## src/rtl/rf_dump_reader.sv

```systemverilog
// Read-side dump master for register_file: walks [first_reg..last_reg] two
// registers per fetch and streams each value out tagged with its index.
module rf_dump_reader #(
    parameter int DATA_WIDTH = 64,
    parameter int ADDR_WIDTH = 5
) (
    input  logic                  clk,
    input  logic                  reset,
    input  logic                  start,
    input  logic [ADDR_WIDTH-1:0] first_reg,
    input  logic [ADDR_WIDTH-1:0] last_reg,
    output logic [ADDR_WIDTH-1:0] rA_address,
    output logic [ADDR_WIDTH-1:0] rB_address,
    input  logic [0:DATA_WIDTH-1] rA_data,
    input  logic [0:DATA_WIDTH-1] rB_data,
    output logic                  out_valid,
    input  logic                  out_ready,
    output logic [0:DATA_WIDTH-1] out_data,
    output logic [ADDR_WIDTH-1:0] out_index,
    output logic                  busy,
    output logic                  done
);

    localparam int PW = ADDR_WIDTH + 1;

    typedef enum logic [1:0] {IDLE, FETCH, DRAIN, DONE} state_t;

    state_t                  state_q, state_d;
    logic [PW-1:0]           ptr_q, ptr_d;
    logic [PW-1:0]           end_q, end_d;
    logic [0:DATA_WIDTH-1]   ent_data_q [2];
    logic [0:DATA_WIDTH-1]   ent_data_d [2];
    logic [1:0]              ent_vld_q, ent_vld_d;
    logic [ADDR_WIDTH-1:0]   addr_a_q, addr_a_d;
    logic [ADDR_WIDTH-1:0]   addr_b_q, addr_b_d;

    logic [PW-1:0]           ptr_p1, ptr_p2;
    logic                    present_e1;
    logic                    handshake;
    logic                    drain_last;

    always_ff @(posedge clk) begin
        if (reset) begin
            state_q   <= IDLE;
            ptr_q     <= '0;
            end_q     <= '0;
            ent_vld_q <= '0;
            addr_a_q  <= '0;
            addr_b_q  <= '0;
            for (int i = 0; i < 2; i++) ent_data_q[i] <= '0;
        end else begin
            state_q   <= state_d;
            ptr_q     <= ptr_d;
            end_q     <= end_d;
            ent_vld_q <= ent_vld_d;
            addr_a_q  <= addr_a_d;
            addr_b_q  <= addr_b_d;
            for (int i = 0; i < 2; i++) ent_data_q[i] <= ent_data_d[i];
        end
    end

    always_comb begin
        state_d       = state_q;
        ptr_d         = ptr_q;
        end_d         = end_q;
        ent_vld_d     = ent_vld_q;
        addr_a_d      = addr_a_q;
        addr_b_d      = addr_b_q;
        ent_data_d[0] = ent_data_q[0];
        ent_data_d[1] = ent_data_q[1];

        ptr_p1     = ptr_q + PW'(1);
        ptr_p2     = ptr_q + PW'(2);
        present_e1 = !ent_vld_q[0] && ent_vld_q[1];
        out_valid  = (state_q == DRAIN) && (|ent_vld_q);
        handshake  = out_valid && out_ready;
        drain_last = handshake && (present_e1 || !ent_vld_q[1]);

        case (state_q)
            IDLE: begin
                if (start) begin
                    ptr_d   = {1'b0, first_reg};
                    end_d   = {1'b0, last_reg};
                    state_d = FETCH;
                end
            end
            FETCH: begin
                addr_a_d = ptr_q[ADDR_WIDTH-1:0];
                addr_b_d = ptr_p1[ADDR_WIDTH-1:0];
                // An inverted range is only detected here, so an empty dump
                // still spends one busy cycle before DONE.
                if (ptr_q > end_q) begin
                    state_d = DONE;
                end else begin
                    ent_data_d[0] = rA_data;
                    ent_data_d[1] = rB_data;
                    ent_vld_d     = {(ptr_p1 <= end_q), 1'b1};
                    state_d       = DRAIN;
                end
            end
            DRAIN: begin
                if (handshake) begin
                    if (present_e1) ent_vld_d[1] = 1'b0;
                    else            ent_vld_d[0] = 1'b0;
                end
                if (drain_last) begin
                    ptr_d   = ptr_p2;
                    state_d = (ptr_p2 <= end_q) ? FETCH : DONE;
                end
            end
            DONE: state_d = IDLE;
            default: state_d = IDLE;
        endcase
    end

    assign rA_address = (state_q == FETCH) ? ptr_q[ADDR_WIDTH-1:0]  : addr_a_q;
    assign rB_address = (state_q == FETCH) ? ptr_p1[ADDR_WIDTH-1:0] : addr_b_q;
    assign out_data   = present_e1 ? ent_data_q[1] : ent_data_q[0];
    assign out_index  = present_e1 ? ptr_p1[ADDR_WIDTH-1:0] : ptr_q[ADDR_WIDTH-1:0];
    assign busy       = (state_q != IDLE);
    assign done       = (state_q == DONE);

endmodule

```

## config.mk

```make
export PLATFORM = sky130hd
export DESIGN_NAME = rf_dump_reader
export DESIGN_NICKNAME = d
export VERILOG_FILES = /design/src/rtl/rf_dump_reader.sv
export SDC_FILE = /design/constraint.sdc
export NUM_CORES = 1
export LEC_CHECK = 0
export ABC_AREA = 1
export BUFFER_PORTS_ARGS = -buffer_cell sky130_fd_sc_hd__buf_2
export CORE_MARGIN = 10
export CORE_UTILIZATION = 40
export DETAILED_ROUTE_END_ITERATION = 12
export REMOVE_ABC_BUFFERS = 1
export SLEW_MARGIN = 20
export SYNTH_ARGS = -nofsm -noshare
export SYNTH_HDL_FRONTEND = slang
export SYNTH_SLANG_ARGS = --single-unit
```

## constraint.sdc

```tcl
create_clock -name clk -period 2.26 [get_ports clk]
set_clock_uncertainty 0.2 [all_clocks]
set_input_delay 0.226 -clock clk [delete_from_list [all_inputs] [get_ports clk]]
set_output_delay 0.226 -clock clk [all_outputs]
set_load 0.1 [all_outputs]
```

==> results.md, run 1 <==
- FF-to-FF Start: ptr_q[2]
- Unique masters post-synth: 25
- Rows: 51
- Fin. max-slew vios: 0
- Worst Setup End Kind: primary output
- Final Cycle Share: 0.9880
- Share of layout cells above drive strength 1: 0.2200
- WS Path Type: reg2out
- Ranking of synthesized cells by area: dfxtp_1 (38%), nand2_1 (19%), nand3b_1 (12%), a21oi_1 (9.1%), nor2_1 (7.3%)
- Critical path origin: ptr_q[1]
- First-pass GRT wire length: 43.17 mm
- Max Cap Viol: 0
- Die width: 161.5 um
- Critical Path Sink: out_index[4]
- GR Overflow Total: 0
- Routed vias/inst: 4.789
- Routed vias: 8615
- Final setup fails: 0
- Crit-path max FO: 4
- Register area share after synthesis: 0.3824
- Full die area: 26090 um2
- DRC: 0
- Drt total wl: 27.28 mm
- CTS clk-pin slew, worst paths: 0.07 ns
- Post-route ant nets: 0
- Synthesized cell area: 8010 um2
- Post-layout min period: 2.233 ns
- Final hold slack: 0.03683 ns
- Synth top area share: 0.3824
- Routability cong.: 0.8695
- Unrepaired setup endpoints after global routing: true
- Initial antenna violation count: 2
- Core Box Area: 19590 um2
- R2r setup slk: 0.13 ns
- Wire length per cell: 15.16 um
- Die Y-Extent: 161.5 um
- Setup crit start kind: flop
- Fill cells: 1687
- Commonest non-fill, non-tap cell in the layout: nand2_1
- Clk buf depth: 2
- CTS tree: done
- Total Routing Usage GR: 0.2019
- CP arrival: 1.81 ns
- Initial DRC count: 566
- Ys Warns: 0
- Syn avg cell area: 6.823 um2
- Clock Tree Root: clkbuf_16
- Buffers on Ports: 223
- DP Wirelength: 16.89 mm
- Worst reg2reg path depth: 9
- CTS Sinks: 153
- I/O pin count: 224
- H-tree depth: 4
- Most frequent cells in the layout: nand2_1 (394), nor2_1 (153), dfxtp_1 (149)
- Slew headroom: 0.5668
- Largest net degree at the start of global routing: 152
- Clock Latency Late Sink: 0.43 ns
- Worst-margin pin slew: 0.6499 ns
- Gate Count Post-Synth: 1174
- CP required: 1.83 ns
- Post-synthesis register bit count: 153
- Hold Vio Cnt, Final: 0
- Outcome: finished clean
- Drt pass-1 iters: 5
- Reg2reg end: ent_data_q[0][12]
- Area leader, netlist: dfxtp_1
- Fmax achieved: 0.4479 GHz
- Area Overhead vs Synth: 61.17%
- Initial core utilization: 0.4089
- CTS Buf Count: 17
- Layout Nets: 1677
- Vias in the first global route: 8295
- Worst hold-check path type: in2reg
[worst min-delay path by stage]
stage	start	endpoint	slack (ns)	cells past startpoint
2_1_floorplan	reset	addr_b_q[0]	0.1	1
3_3_place_gp	last_reg[0]	end_q[0]	0.26	3
3_5_place_dp	last_reg[0]	end_q[0]	0.26	3
4_1_cts	start	state_q[1]	0.01	5
5_1_grt	start	state_q[1]	0.06	5
6_report	start	end_q[0]	0.04	5
[per-layer routing]
layer | global-route usage | wire [um] | vias to the layer above
met3 | 0.07677 | 2133 | 35
li1 | - | - | 4454
met2 | 0.3352 | 13000 | 256
met4 | 0.06534 | 566 | 0
met5 | 0 | 0 | -
met1 | 0.2346 | 11570 | 3870
[cell usage after synthesis]
| cell | count |
|---|---|
| buf_6 | 23 |
| xor2_1 | 3 |
| inv_1 | 38 |
| clkbuf_1 | 26 |
| dfxtp_1 | 153 |
| and2_1 | 1 |
| a21oi_1 | 146 |
| nand4_1 | 3 |
| nand3b_1 | 128 |
| buf_2 | 20 |
| nand2_1 | 398 |
| inv_2 | 4 |
| a41oi_1 | 1 |
| nand3_2 | 2 |
| ha_1 | 16 |
| and3_1 | 1 |
| buf_4 | 3 |
| a211oi_1 | 1 |
| nor2_2 | 1 |
| o21ai_0 | 21 |
| nor2_1 | 155 |
| nand3_1 | 8 |
| buf_1 | 17 |
| o21bai_1 | 2 |
| nand2_2 | 3 |
[registers in the layout, indices dropped and copies added, names as in the netlist]
name and flops:
end_q 5, ent_vld_q 2, addr_a_q 5, addr_b_q 5
state_q 2, ent_data_q 128, ptr_q 6
[final cells by class]
| class | instances | area, um2 | area share |
|---|---|---|---|
| Multi-Input combinational cell | 892 | 4369 | 0.3384 |
| Sequential cell | 153 | 3070 | 0.2378 |
| Inverter | 42 | 171.4 | 0.01328 |
| Tap cell | 265 | 331.6 | 0.02568 |
| Timing Repair Buffer | 413 | 4323 | 0.3349 |
| Clock inverter | 14 | 200.2 | 0.01551 |
| Antenna cell | 2 | 5.005 | 0.0003877 |
| Clock buffer | 18 | 439.2 | 0.03402 |
[metrics by stage]
| stage | instance area (um2) | std cells | util | setup WS (ns) | setup TNS (ns) |
|---|---|---|---|---|---|
| 3_3_place_gp | 10560 | 1609 | 0.5391 | 0.1435 | 0 |
| 6_report | 12910 | 1799 | 0.6590 | 0.02712 | 0 |
| 2_1_floorplan | 7467 | 1085 | - | -9.292 | -1195.85 |
| 5_1_grt | 12910 | 1798 | 0.6589 | -0.03637 | -0.08400 |
| 4_1_cts | 12760 | 1786 | 0.6515 | -0.001185 | -0.001332 |
| 3_5_place_dp | 10560 | 1609 | 0.5391 | 0.1111 | 0 |
[critical path, stage by stage, from the launching register on]
cell and delay, ns:
dfxtp_2 0.32, buf_6 0.13, ha_4 0.17, nand3_2 0.09
xor2_2 0.15, buf_4 0.13, nand2_1 0.06, o21ai_2 0.11
buf_12 0.21
[kinds of logic after synthesis]
| logic type | after synthesis | share of synthesized area |
|---|---|---|
| flip-flops | 153 | 0.3824 |
| adder cells (fa/ha/maj) | 16 | 0.02499 |
| buffers and inverters | 131 | 0.08747 |
| AND/OR/NAND/NOR | 700 | 0.3936 |
| AO/OA/AOI/OAI | 171 | 0.1082 |
| XOR/XNOR | 3 | 0.003281 |
[timing repair]
action | in CTS | in global routing
buffers inserted | 3 | 9
gates cloned | 2 | 2
pin swaps | 0 | 3
hold buffers | 140 | 0
endpoints found under the hold margin | 150 | 0
gates resized for setup | 22 | 18
endpoints found under the setup margin | 72 | 118
Power of run 1 is left out: the tool's default activity adds up to more than one toggle a clock period on the data nets, which glitch-free logic cannot reach.
==> run 2, diff against run 1 <==
--- a/config.mk
+++ b/config.mk
@@ -5,11 +5,10 @@
 export SDC_FILE = /design/constraint.sdc
 export NUM_CORES = 1
 export LEC_CHECK = 0
-export ABC_AREA = 1
 export BUFFER_PORTS_ARGS = -buffer_cell sky130_fd_sc_hd__buf_2
-export CORE_MARGIN = 10
-export CORE_UTILIZATION = 40
+export CORE_UTILIZATION = 52
 export DETAILED_ROUTE_END_ITERATION = 12
+export PLACE_DENSITY = 0.81
 export REMOVE_ABC_BUFFERS = 1
 export SLEW_MARGIN = 20
 export SYNTH_ARGS = -nofsm -noshare
==> results.md, run 2 <==
- Final WS setup: -0.1424 ns
- Unrepaired setup endpoints after global routing: true
- Routed vias: 9126
- I/O pin count: 224
- Final Cycle Share: 1.063
- Syn avg cell area: 7.719 um2
- Final hold slack: -0.02918 ns
- Buffers & Inverters on Critical Path: 1
- Number of synthesized flops with an enable pin: 0
- Top flop regs: ent_data_q x128, ptr_q x6
- Leakage power: 5.600 nW
- Rows: 43
- Commonest non-fill, non-tap cell in the layout: nand2_1
- CTS Sinks: 153
- Layout Nets: 1487
- Ranking of synthesized cells by area: dfxtp_1 (42%), nand2_1 (24%), mux2i_1 (18%), ha_1 (2.7%), clkbuf_1 (2.3%)
- Core Box Area: 13880 um2
- Hold Vio Cnt, Final: 4
- # diodes: 0
- Largest family of logic cells by synthesized area: simple AND/OR/NAND/NOR gates
- Worst VDD drop: 0.6002 mV
- Simple-gate area share of the yosys netlist: 0.2748
- # hold bufs at CTS: 145
- Max Cap Viol: 0
- Worst hold-check path type: in2reg
- Synth Area in Adders: 0.02716
- Clk buf depth: 2
- Ys Warns: 0
- Slew headroom: 0.6769
- Synth top area share: 0.4155
- Wire length per cell: 23.16 um
- Outcome: complete, but fails checks
- Max Used Layer: met4
- FF-to-FF Start: ptr_q[1]
- Post-layout min period: 2.402 ns
- Clock Latency Late Sink: 0.44 ns
- Largest net degree at the start of global routing: 58
- CP arrival: 2.55 ns
- Dpl ws: -0.03996 ns
- GR Overflow Total: 0
- Routability cong.: 0.9253
- Routed vias/inst: 5.996
- CTS clk-pin slew, worst paths: 0.06 ns
- Mux cell area share after synthesis: 0.1826
- Xor/xnor share of the synthesized area: 0.01426
- Fmax achieved: 0.4162 GHz
- Worst Setup End Kind: flop
- First-pass GRT wire length: 45.55 mm
- Fill cells: 461
- Max reg flops: 128
- H-tree depth: 4
- DP Wirelength: 13.80 mm
- Vias in the first global route: 8953
- Initial antenna violation count: 0
- Die width: 121.1 um
- Post-synth ARST share: 0
- Cells along the critical path: ha_4 -> nand3_4 -> xor2_2 -> inv_2 -> ha_4 -> and3_4 -> a211oi_2 -> o21a_1 -> o211ai_1 -> mux2i_1
- Setup TNS: -0.7073 ns
- Post-synthesis register bit count: 153
- Post-synth top flop: dfxtp_1
- Drt pass-1 iters: 7
- Cell mode on critical path: ha_4
- Unique masters post-synth: 41
- Crit-path max FO: 5
- Gate Count Post-Synth: 955
- Clock Tree Root: clkbuf_16
- Most common cell in the netlist: nand2_1
- Critical path's slowest cell: dfxtp_4
- Drt total wl: 35.24 mm
- Setup crit start kind: flop
- CTS tree: done
- DP Area: 10000 um2
- Critical path origin: ptr_q[1]
- Full die area: 14660 um2
- Failing checks: hold timing, setup timing
- Synthesized cell area: 7372 um2
- Final Total Pwr: 11.11 mW
- WS Path Type: reg2reg
- Met2 WL: 17.21 mm
- Initial DRC count: 1127
- Initial core utilization: 0.5311
- Multi-input logic area: 4269 um2
- Synth Area in Compound Gates: 0.03344
- Met3 WL post-DR: 3.514 mm
- Design area: 12890 um2
- Die Y-Extent: 121.1 um
- Worst-margin pin slew: 0.4785 ns
- Largest Register: ent_data_q
- Register area share after synthesis: 0.4155
- DRC: 0
- Final setup fails: 19
- Hold Crit Start: first_reg[3]
- Met1 wire length: 11.41 mm
- Post-route ant nets: 0
- Area Overhead vs Synth: 74.81%
- Crit-path leading delay family: compound AO/OA/AOI/OAI gates
- Fin. max-slew vios: 0
- Area leader, netlist: dfxtp_1
- Buffers on Ports: 223
- Power Dens Cells: 861.9 nW/um2
- Sequential cell area: 3084 um2
- CTS Buf Count: 17
- Top cells by count, synth: nand2_1 (468), dfxtp_1 (153), mux2i_1 (130)
- CP required: 2.41 ns
- Share of layout cells above drive strength 1: 0.2787
- Most frequent cells in the layout: nand2_1 (461), dlygate4sd3_1 (145), dfxtp_1 (144), buf_2 (144), mux2i_1 (117)
- CP peak stage delay: 0.41 ns
- Total Routing Usage GR: 0.4116
[run 2: cell count changes in the layout (fill, tap and decap cells not counted), moves of 26 or more]
cell,before,now
nor2_1,153,19
a21oi_1,146,13
nand3b_1,128,0
mux2i_1,0,117
nand2_1,394,461
inv_1,35,9
[run 2: tightest hold or removal path, delay by kind of cell]
kind,cells,cell delay (ns)
AO/OA/AOI/OAI,2,0.15
buffers and inverters,1,0.08
AND/OR/NAND/NOR,2,0.11
[run 2: cell type report]
class,instances,area share
Clock buffer,23,0.03864
Clock inverter,9,0.008641
Inverter,13,0.004175
Multi-Input combinational cell,722,0.3313
Sequential cell,153,0.2393
Tap cell,180,0.01748
Timing Repair Buffer,422,0.3605
[run 2: per-stage QoR]
step                cells    util
global route         1522  0.9284
floorplan             888       -
CTS                  1510  0.8849
global placement     1328  0.7205
detailed placement   1328  0.7205
finish               1522  0.9284
[run 2: final timing paths]
| kind | slack, ns | endpoint | cells after the start |
|---|---|---|---|
| worst max register to register | -0.14 | ent_vld_q[1] | 10 |
| worst max-delay path | -0.14 | ent_vld_q[1] | 10 |
| worst min-delay path | -0.03 | ptr_q[3] | 5 |
| worst min register to register | 0.27 | ent_data_q[0][26] | 2 |
[run 2: per-layer routing]
| metal | track usage | vias to the layer above |
|---|---|---|
| met3 | 0.09962 | 300 |
| li1 | - | 3796 |
| met4 | 0.2986 | 0 |
| met5 | 0 | - |
| met2 | 0.7364 | 831 |
| met1 | 0.4155 | 4199 |
[run 2: cell families after synthesis]
family,Yosys count
compound gates,40
fa+ha+maj,16
mux,134
buf+inv,80
xor+xnor,12
simple gates,520
flops,153
[run 2: timing repair]
| item | in CTS | in global routing |
|---|---|---|
| buffers inserted | 1 | 4 |
| cloned | 4 | 8 |
| setup endpoints to repair | 61 | 139 |
| pin swaps | 3 | 7 |
| hold endpoints to repair | 143 | 2 |
| resized for setup | 26 | 81 |
[run 2: power breakdown]
part	internal [mW]	total [mW]	switching, mW
Clock	1.78	3.01	1.23
Combinational	1.97	4.86	2.89
Sequential	3.00	3.24	0.242
Total	6.75	11.1	4.36
Power figures use the tool's default switching activity.
